**src/rtl/stack_pkg.sv**
```systemverilog
// Shared types and constants for the multi-register stack sequencer.
// Bounds checking is enabled by defining STACK_SEQ_BOUNDS_EN.
package stack_pkg;

  localparam int STACK_DEPTH = 1024;
  localparam int DEPTH_W     = 11;
  localparam int REG_CNT     = 16;
  localparam int IDX_W       = 4;
  localparam int DATA_W      = 32;

  localparam logic OP_PUSHM = 1'b0;
  localparam logic OP_POPM  = 1'b1;

  typedef logic [2:0] state_t;

  localparam state_t ST_IDLE  = 3'd0;
  localparam state_t ST_PUSH  = 3'd1;
  localparam state_t ST_POP   = 3'd2;
  localparam state_t ST_DRAIN = 3'd3;
  localparam state_t ST_DONE  = 3'd4;

  function automatic logic [REG_CNT-1:0] idx_bit(
    input logic [IDX_W-1:0] i
  );
    return REG_CNT'(1) << i;
  endfunction

endpackage

```
**src/rtl/stack_seq_if.sv**
```systemverilog
// Request, register-file and stack ports of the stack sequencer.
// slave = the sequencer, master = the surrounding core.
interface stack_seq_if;
  import stack_pkg::*;

  logic               start;
  logic               op;
  logic [REG_CNT-1:0] reg_mask;
  logic [IDX_W-1:0]   rf_raddr;
  logic [DATA_W-1:0]  rf_rdata;
  logic               rf_we;
  logic [IDX_W-1:0]   rf_waddr;
  logic [DATA_W-1:0]  rf_wdata;
  logic               stk_push;
  logic               stk_pop;
  logic [DATA_W-1:0]  stk_wdata;
  logic [DATA_W-1:0]  stk_rdata;
  logic               busy;
  logic               done;
  logic               stall;
  logic               err_ovf;
  logic               err_unf;

  modport master (
    output start, op, reg_mask,
    output rf_rdata, stk_rdata,
    input  rf_raddr, rf_we,
    input  rf_waddr, rf_wdata,
    input  stk_push, stk_pop,
    input  stk_wdata,
    input  busy, done, stall,
    input  err_ovf, err_unf
  );

  modport slave (
    input  start, op, reg_mask,
    input  rf_rdata, stk_rdata,
    output rf_raddr, rf_we,
    output rf_waddr, rf_wdata,
    output stk_push, stk_pop,
    output stk_wdata,
    output busy, done, stall,
    output err_ovf, err_unf
  );

endinterface

```
**src/rtl/stack_seq_pri_enc.sv**
```systemverilog
// Lowest/highest set-bit finder for a register mask.
// hi=1 selects the highest set index, hi=0 the lowest.
module mask_pri_enc
  import stack_pkg::*;
(
  input  logic [REG_CNT-1:0] mask,
  input  logic               hi,
  output logic [IDX_W-1:0]   idx,
  output logic               none
);

  // Later loop hits override earlier ones, so scan order picks the end.
  always_comb begin
    idx  = '0;
    none = (mask == '0);
    if (hi) begin
      for (int i = 0; i < REG_CNT; i++)
        if (mask[i]) idx = IDX_W'(i);
    end else begin
      for (int i = REG_CNT - 1; i >= 0; i--)
        if (mask[i]) idx = IDX_W'(i);
    end
  end

endmodule

```
**src/rtl/stack_seq.sv**
```systemverilog
// PUSHM/POPM sequencer moving masked registers to/from a stack.
// Define STACK_SEQ_BOUNDS_EN for depth tracking and error flags.
module stack_seq
  import stack_pkg::*;
(
  input  logic        clk,
  input  logic        rst_n,
  stack_seq_if.slave  io
);

  state_t             state_q, state_d;
  logic [REG_CNT-1:0] mask_q, mask_d;
  logic               op_q, op_d;
  logic               wb_vld_q, wb_vld_d;
  logic [IDX_W-1:0]   wb_idx_q, wb_idx_d;
  logic               push_c, pop_c;
  logic               ovf_set, unf_set, clr_err;
  logic [IDX_W-1:0]   enc_idx;
  logic               enc_none;
  logic               room, avail;
  logic               busy;

  mask_pri_enc u_enc (
    .mask (mask_q),
    .hi   (op_q == OP_POPM),
    .idx  (enc_idx),
    .none (enc_none)
  );

`ifdef STACK_SEQ_BOUNDS_EN
  logic [DEPTH_W-1:0] depth_q;
  logic               err_ovf_q, err_unf_q;

  assign room  = (depth_q != DEPTH_W'(STACK_DEPTH));
  assign avail = (depth_q != '0);

  // Track stack occupancy from the commands we issue.
  always_ff @(posedge clk or negedge rst_n) begin
    if (!rst_n)
      depth_q <= '0;
    else if (push_c)
      depth_q <= depth_q + DEPTH_W'(1);
    else if (pop_c)
      depth_q <= depth_q - DEPTH_W'(1);
  end

  // Sticky error flags, cleared when a new transfer is accepted.
  always_ff @(posedge clk or negedge rst_n) begin
    if (!rst_n) begin
      err_ovf_q <= 1'b0;
      err_unf_q <= 1'b0;
    end else if (clr_err) begin
      err_ovf_q <= 1'b0;
      err_unf_q <= 1'b0;
    end else begin
      if (ovf_set) err_ovf_q <= 1'b1;
      if (unf_set) err_unf_q <= 1'b1;
    end
  end

  assign io.err_ovf = err_ovf_q;
  assign io.err_unf = err_unf_q;
`else
  logic unused_err;

  assign room       = 1'b1;
  assign avail      = 1'b1;
  assign unused_err = ^{ovf_set, unf_set, clr_err};
  assign io.err_ovf = 1'b0;
  assign io.err_unf = 1'b0;
`endif

  // Next-state, mask consumption and stack command generation.
  always_comb begin
    state_d  = state_q;
    mask_d   = mask_q;
    op_d     = op_q;
    wb_vld_d = 1'b0;
    wb_idx_d = wb_idx_q;
    push_c   = 1'b0;
    pop_c    = 1'b0;
    ovf_set  = 1'b0;
    unf_set  = 1'b0;
    clr_err  = 1'b0;
    unique case (state_q)
      ST_IDLE: begin
        if (io.start) begin
          clr_err = 1'b1;
          mask_d  = io.reg_mask;
          op_d    = io.op;
          if (io.reg_mask == '0)
            state_d = ST_DONE;
          else if (io.op == OP_POPM)
            state_d = ST_POP;
          else
            state_d = ST_PUSH;
        end
      end
      ST_PUSH: begin
        if (enc_none) begin
          state_d = ST_DONE;
        end else if (!room) begin
          ovf_set = 1'b1;
          mask_d  = '0;
          state_d = ST_DONE;
        end else begin
          push_c = 1'b1;
          mask_d = mask_q & ~idx_bit(enc_idx);
          if (mask_d == '0) state_d = ST_DONE;
        end
      end
      ST_POP: begin
        if (enc_none) begin
          state_d = wb_vld_q ? ST_DRAIN : ST_DONE;
        end else if (!avail) begin
          unf_set = 1'b1;
          mask_d  = '0;
          state_d = wb_vld_q ? ST_DRAIN : ST_DONE;
        end else begin
          pop_c    = 1'b1;
          wb_vld_d = 1'b1;
          wb_idx_d = enc_idx;
          mask_d   = mask_q & ~idx_bit(enc_idx);
          if (mask_d == '0) state_d = ST_DRAIN;
        end
      end
      ST_DRAIN: state_d = ST_DONE;
      ST_DONE:  state_d = ST_IDLE;
      default:  state_d = ST_IDLE;
    endcase
  end

  // Sequencer state; reset aborts any transfer in flight.
  always_ff @(posedge clk or negedge rst_n) begin
    if (!rst_n) begin
      state_q  <= ST_IDLE;
      mask_q   <= '0;
      op_q     <= OP_PUSHM;
      wb_vld_q <= 1'b0;
      wb_idx_q <= '0;
    end else begin
      state_q  <= state_d;
      mask_q   <= mask_d;
      op_q     <= op_d;
      wb_vld_q <= wb_vld_d;
      wb_idx_q <= wb_idx_d;
    end
  end

  assign busy         = (state_q != ST_IDLE);
  assign io.busy      = busy;
  assign io.done      = (state_q == ST_DONE);
  assign io.stall     = busy | io.start;
  assign io.stk_push  = push_c;
  assign io.stk_pop   = pop_c;
  assign io.stk_wdata = push_c ? io.rf_rdata : '0;
  assign io.rf_raddr  = (state_q == ST_PUSH) ? enc_idx : '0;
  assign io.rf_we     = wb_vld_q;
  assign io.rf_waddr  = wb_vld_q ? wb_idx_q : '0;
  assign io.rf_wdata  = wb_vld_q ? io.stk_rdata : '0;

endmodule

```
**src/flat_wrapper.sv**
```systemverilog
// flat-port wrapper written by rule: the top's interface ports become plain ports
module stack_seq_flat import stack_pkg::*;
  (clk, rst_n, io_start, io_op, io_reg_mask, io_rf_rdata, io_stk_rdata, io_rf_raddr, io_rf_we, io_rf_waddr, io_rf_wdata, io_stk_push, io_stk_pop, io_stk_wdata, io_busy, io_done, io_stall, io_err_ovf, io_err_unf);
  stack_seq_if io_i ();
  input  logic clk;
  input  logic rst_n;
  input wire logic [$bits(io_i.start)-1:0] io_start;
  input wire logic [$bits(io_i.op)-1:0] io_op;
  input wire logic [$bits(io_i.reg_mask)-1:0] io_reg_mask;
  input wire logic [$bits(io_i.rf_rdata)-1:0] io_rf_rdata;
  input wire logic [$bits(io_i.stk_rdata)-1:0] io_stk_rdata;
  output wire logic [$bits(io_i.rf_raddr)-1:0] io_rf_raddr;
  output wire logic [$bits(io_i.rf_we)-1:0] io_rf_we;
  output wire logic [$bits(io_i.rf_waddr)-1:0] io_rf_waddr;
  output wire logic [$bits(io_i.rf_wdata)-1:0] io_rf_wdata;
  output wire logic [$bits(io_i.stk_push)-1:0] io_stk_push;
  output wire logic [$bits(io_i.stk_pop)-1:0] io_stk_pop;
  output wire logic [$bits(io_i.stk_wdata)-1:0] io_stk_wdata;
  output wire logic [$bits(io_i.busy)-1:0] io_busy;
  output wire logic [$bits(io_i.done)-1:0] io_done;
  output wire logic [$bits(io_i.stall)-1:0] io_stall;
  output wire logic [$bits(io_i.err_ovf)-1:0] io_err_ovf;
  output wire logic [$bits(io_i.err_unf)-1:0] io_err_unf;
  assign io_i.start = io_start;
  assign io_i.op = io_op;
  assign io_i.reg_mask = io_reg_mask;
  assign io_i.rf_rdata = io_rf_rdata;
  assign io_i.stk_rdata = io_stk_rdata;
  assign io_rf_raddr = io_i.rf_raddr;
  assign io_rf_we = io_i.rf_we;
  assign io_rf_waddr = io_i.rf_waddr;
  assign io_rf_wdata = io_i.rf_wdata;
  assign io_stk_push = io_i.stk_push;
  assign io_stk_pop = io_i.stk_pop;
  assign io_stk_wdata = io_i.stk_wdata;
  assign io_busy = io_i.busy;
  assign io_done = io_i.done;
  assign io_stall = io_i.stall;
  assign io_err_ovf = io_i.err_ovf;
  assign io_err_unf = io_i.err_unf;
  stack_seq u_core (.clk(clk), .rst_n(rst_n), .io(io_i));
endmodule
```
**config.mk**
```make
export PLATFORM = sky130hd
export DESIGN_NAME = stack_seq_flat
export DESIGN_NICKNAME = d
export VERILOG_FILES = /design/src/rtl/stack_pkg.sv /design/src/rtl/stack_seq_if.sv /design/src/rtl/stack_seq_pri_enc.sv /design/src/rtl/stack_seq.sv /design/src/flat_wrapper.sv
export SDC_FILE = /design/constraint.sdc
export NUM_CORES = 1
export LEC_CHECK = 0
export ABC_AREA = 1
export ABC_CLOCK_PERIOD_IN_PS = 2900
export CORE_ASPECT_RATIO = 1.5
export CORE_UTILIZATION = 37
export DETAILED_ROUTE_END_ITERATION = 8
export GPL_TIMING_DRIVEN = 0
export HOLD_SLACK_MARGIN = 0.1
export PLACE_DENSITY = 0.85
export SYNTH_ARGS = -nofsm -noshare
export SYNTH_HDL_FRONTEND = slang
export SYNTH_HIERARCHICAL = 1
export SYNTH_SLANG_ARGS = --single-unit
```
**constraint.sdc**
```tcl
create_clock -name clk -period 2.9 [get_ports clk]
set_clock_uncertainty 0.15 [all_clocks]
set_input_delay 0.58 -clock clk [delete_from_list [all_inputs] [get_ports clk]]
set_output_delay 0.58 -clock clk [all_outputs]
set_load 0.005 [all_outputs]
```
Word level (Yosys, flattened, before mapping). Index checks and enable logic that the tools add are counted.

Register bits after elaboration: 25. Bits of input ports: 84. Output and inout bits: 80. Logic and storage cells: 80.

Equal/unequal tests: 8. Shift operators: 1. Muxes and demuxes: 51. Bitwise operators: 4. Reduce and logical (&&, ||, !) cells: 11.

Operators with widths (count): $mux W4 (33); $mux W32 (2); $logic_not A16 Y1 (3); $mux W16 (2); $pmux W16 S2 (1); $mux W3 (7); $and A16 B16 Y16 (1); $not A16 Y16 (1); $shl A1 B4 Y16 const A (1); $pmux W3 S4 (1); $eq A3 B2 Y1 const B (2); $ne A3 B1 Y1 const B (2); $reduce_and A3 Y1 (2); $mux W1 (4); $ne A2 B2 Y1 const B (2); $reduce_and A2 Y1 (2); $eq A3 B1 Y1 const B (1); $eq A3 B3 Y1 const B (1); $logic_not A3 Y1 (1); $reduce_bool A3 Y1 (1); $mux W2 (1); $reduce_bool A2 Y1 (1); $reduce_or A2 Y1 (1); $not A1 Y1 (1); $or A1 B1 Y1 (1).

Depth between registers and ports, before layout.
Depth after elaboration: 24. Gate-level depth with buffers: 30.

Cells and area by module. Netlist, hierarchy kept.

By module, submodules not included: stack_seq (instances 1, cells each 371, area each 2109.5 sq um); mask_pri_enc (instances 1, cells each 81, area each 329.1 sq um).

Least setup slack after synthesis. OpenSTA, ideal clock, no wires.

Kind: flip-flop to output port. Start point: reg u_core.mask_q[3]. End point: out io_stk_wdata[10]. Data arrival time: 1.736 ns. Data required time: 2.170 ns. Slack: 0.434 ns. Cell stages (with the launch flop): 10. Buffers on the path: 1. Path through: dfrtp_1 nor2_1 inv_1 nor3_1 nand3_1 nor3_1 nor2_4 inv_2 clkbuf_1 nor2_1.

Cells in the longest elaborated chain, start to end: 4.

RTL lines: from (decl) (RTL line stack_seq.sv:12) `logic [REG_CNT-1:0] mask_q, mask_d;`; from (signal assigned) (RTL line stack_seq.sv:143) `mask_q <= mask_d;`; $logic_not A16 Y1 (RTL line stack_seq_pri_enc.sv:15) `none = (mask == '0);`; net u_core.enc_none (RTL line stack_seq.sv:19) `logic enc_none;`; $mux W1; $mux W1 (RTL line stack_seq.sv:85) `unique case (state_q)`; net io_stk_push (RTL line flat_wrapper.sv:16) `output wire logic [$bits(io_i.stk_push)-1:0] io_stk_push;`; $mux W32 (RTL line stack_seq.sv:156) `assign io.stk_wdata = push_c ? io.rf_rdata : '0;`; to (decl) (RTL line flat_wrapper.sv:18) `output wire logic [$bits(io_i.stk_wdata)-1:0] io_stk_wdata;`.

The timed path passes the listed nets, and every way through them passes these cells.

Worst setup path in the final report.
Start point: reg u_core.mask_q[15]. End point: reg u_core.state_q[2].

Cells in the longest elaborated chain, start to end: 23. Elaborated cells between the ends (all ways): 29. Classes of those cells: 2 x eq/ne; 1 x shift; 21 x mux; 2 x bitwise; 3 x reduce/logical.

RTL lines: $mux W4 (16 in series) (RTL line stack_seq_pri_enc.sv:21) `if (mask[i]) idx = IDX_W'(i);`; $mux W4 * (RTL line stack_seq_pri_enc.sv:16) `if (hi) begin`; net u_core.enc_idx[0] (RTL line stack_seq.sv:18) `logic [IDX_W-1:0] enc_idx;`; $shl A1 B4 Y16 * (RTL line stack_pkg.sv:25) `return REG_CNT'(1) << i;`; $not A16 Y16 * (RTL line stack_seq.sv:108, stack_seq.sv:123); $and A16 B16 Y16 * (RTL line stack_seq.sv:108, stack_seq.sv:123); $logic_not A16 Y1 * (RTL line stack_seq.sv:109, stack_seq.sv:124); $ne A3 B1 Y1 (no line); $reduce_and A3 Y1 (no line) *; to (signal assigned) (RTL line stack_seq.sv:142) `state_q <= state_d;`; to (decl) (RTL line stack_seq.sv:11) `state_t state_q, state_d;`.

Mark *: on every way through the listed nets, which the timed path passes. The rest lies on a longest branch. A chain may end at the register's enable or synchronous reset.

==> flow_metrics.env <==
export IMPL_cp_num_cells=30
export IMPL_p_leak_nw=2.67
export IMPL_nets=750
export IMPL_report_final_slew_viol_count=0
export IMPL_cp_required_ns=2.96
export IMPL_path_class="register to register"
export IMPL_tightest_slew_ns=1.14
export IMPL_vias=3870
export IMPL_clockBufferDepth=2
export IMPL_final_antenna_net_count=0
export IMPL_critPathSlowestCell="dfrtp_1"
export IMPL_setup_viol=4
export IMPL_cts_root_buffer="clkbuf_8"
export IMPL_grt_pass1_wl_mm=14.8
export IMPL_violations="negative setup slack"
export IMPL_htree_levels=1
export IMPL_worst_skew_pair_late_latency_ns=0.27
export IMPL_syn_area_um2=2440
export IMPL_min_period_ns=3.21
export IMPL_fmaxAchievable_mhz=311
export IMPL_final_common_cell="nand2_1"
export IMPL_syn_area_per_cell_um2=5.40
export IMPL_coreArea_um2=6260
export IMPL_min_path_cells=2
export IMPL_pin_count=164
export IMPL_rsz0062_at_grt="true"
export IMPL_status="complete, but fails checks"
export IMPL_numCtsBuffers=3
export IMPL_finalHoldWorstSlack_ns=0.347
export IMPL_area_growth_pct=91.0
export IMPL_hold_path_class="register to register"
export IMPL_async_flop_share_pct=100
export IMPL_placed_area_um2=4150
export IMPL_worst_path_most_repeated_cell="nand2_1"
export IMPL_arrival_ns=3.27
export IMPL_grt_overflow_total=0
export IMPL_grt_total_usage_pct=28.0
export IMPL_synth_main_ff_cell="dfrtp_1"
export IMPL_ys_ff_latch=25
export IMPL_worst_r2r_path_depth=30
export IMPL_layout_common_cells="141 x nand2_1, 123 x clkdlybuf4s50_1, 97 x inv_1"
export IMPL_startpoint_type="register"
export IMPL_p_per_area_nw_per_um2=1110
export IMPL_synth_edf_count=0
export IMPL_start_util_pct=38.9
export IMPL_ys_types=33
export IMPL_path_clk_slew_ns=0.09
export IMPL_cts_tree="done"
export IMPL_vdd_ir_drop_max_mv=0.738
export IMPL_antenna_found_initial=0
export IMPL_routed_wl_mm=11.4
export IMPL_grt_max_degree=26
export IMPL_path_max_fanout=5
export IMPL_port_buffers=161
export IMPL_crit_family="simple AND/OR/NAND/NOR gates"
export IMPL_fin_area_um2=4660
export IMPL_dp_hpwl_mm=7.05
export IMPL_die_y_um=101
export IMPL_firstDrtPassIters=5
export IMPL_fin_crit_sh_pct=111
export IMPL_hold_violations=0
export IMPL_drc_errors=0
export IMPL_seq_area_frac_synth_pct=25.7
export IMPL_routedWlPerCell_um=15.4
export IMPL_rows=35
export IMPL_die_w_um=68.3
export IMPL_dr_first_iter_drc_count=281
export IMPL_fin_total_pwr_mw=5.17
export IMPL_drive_gt1_share_pct=23.0
export IMPL_grt_pass1_vias=3339
export IMPL_setup_ws_ns=-0.311
export IMPL_cts_hold_buffers_added=0
export IMPL_viasPerCell=5.24
export IMPL_drv_cap=0
export IMPL_cp_end_kind="register"
export IMPL_die_area_um2=6930
export IMPL_max_stage_delay_ns=0.41
export IMPL_clock_sinks=25
export IMPL_n_antenna_cell=0
export IMPL_place_congestion=0.948
export IMPL_slew_headroom_pct=23.4
export IMPL_critical_path_buf_inv_count=4
export IMPL_synth_warning_count=6
export IMPL_syn_inst=452
per-stage QoR:
step,TNS [ns],setup WS [ns],instances,utilization [%]
floorplan,0,0.434,453,-
global placement,-8.34,-0.310,688,66.2
detailed placement,-10.45,-0.393,688,66.2
CTS,-0.0432,-0.0432,718,71.3
global route,-2.36,-0.436,739,74.4
finish,-0.982,-0.311,739,74.4
sequential cells by signal, indices dropped and copies added (netlist names):
name / cells
u_core/op_q: 1
u_core/io.rf_we: 1
u_core/wb_idx_q: 4
u_core/mask_q: 16
u_core/state_q: 3
final cells by class:
type / count / area [µm²]
Tap cell: 74 / 92.6
Fill cell: 463 / 1600
Timing Repair inverter: 1 / 7.51
Clock buffer: 4 / 45.0
Timing Repair Buffer: 208 / 1870
Buffer: 18 / 154
Sequential cell: 25 / 629
Inverter: 109 / 429
Multi-Input combinational cell: 300 / 1430
cells in the mapped netlist (all sizes together), types with 2 or more instances:
library cell,number,area [µm²]
nand3,16,80.1
nand2,149,562
nor2,70,280
a21oi,4,20.0
nand4,7,43.8
clkinv,2,8.75
inv,107,402
buf,13,86.3
o21ai,37,200
nor4,2,12.5
dfrtp,25,626
clkbuf,6,22.5
nor3,5,30.0
cell families after synthesis:
family                 count (synthesis)  synth area share, %
AO/OA/AOI/OAI                         48                 11.2
buffers and inverters                128                 21.3
flip-flops                            25                 25.7
other                                  1                0.154
AND/OR/NAND/NOR                      250                 41.7
power by group:
group | internal (mW) | switching, mW | leakage, nW
clock | 0.0985 | 0.115 | 0.0228
combinational | 1.88 | 2.30 | 2.34
sequential | 0.543 | 0.239 | 0.301
total | 2.52 | 2.65 | 2.67
worst reg2reg max path, delay by kind of cell, from the launching register on:
kind	cells	cell delay [ns]
buffers and inverters	4	0.47
AND/OR/NAND/NOR	26	2.12
flip-flops	1	0.41
routing by layer:
metal	share of wire, %	global-route usage, %	up-vias
li1	-	-	1764
met1	31	27.3	1702
met2	51	50.8	307
met3	11	7.66	97
met4	7.0	15.5	0
met5	0	0	-
worst paths after layout:
path	start	endpoint	slack (ns)
min reg2reg	u_core/wb_idx_q[1]$_DFFE_PN0P_	u_core/wb_idx_q[1]$_DFFE_PN0P_	0.35
min in group asynchronous	rst_n	u_core/mask_q[3]$_DFFE_PN0P_	0.76
max reg2reg	u_core/mask_q[15]$_DFFE_PN0P_	u_core/state_q[2]$_DFFE_PN0P_	-0.31
max	u_core/mask_q[15]$_DFFE_PN0P_	u_core/state_q[2]$_DFFE_PN0P_	-0.31
max in group asynchronous	rst_n	u_core/mask_q[13]$_DFFE_PN0P_	1.07
min	u_core/wb_idx_q[1]$_DFFE_PN0P_	u_core/wb_idx_q[1]$_DFFE_PN0P_	0.35
what timing repair did:
item | 4_1_cts | 5_1_grt
cloned | 4 | 0
buffers inserted | 22 | 23
endpoints found under the setup margin | 38 | 45
endpoints found under the hold margin | 0 | 0
pin swaps | 3 | 31
resized for setup | 70 | 117
(Power assumes the default switching activity.)
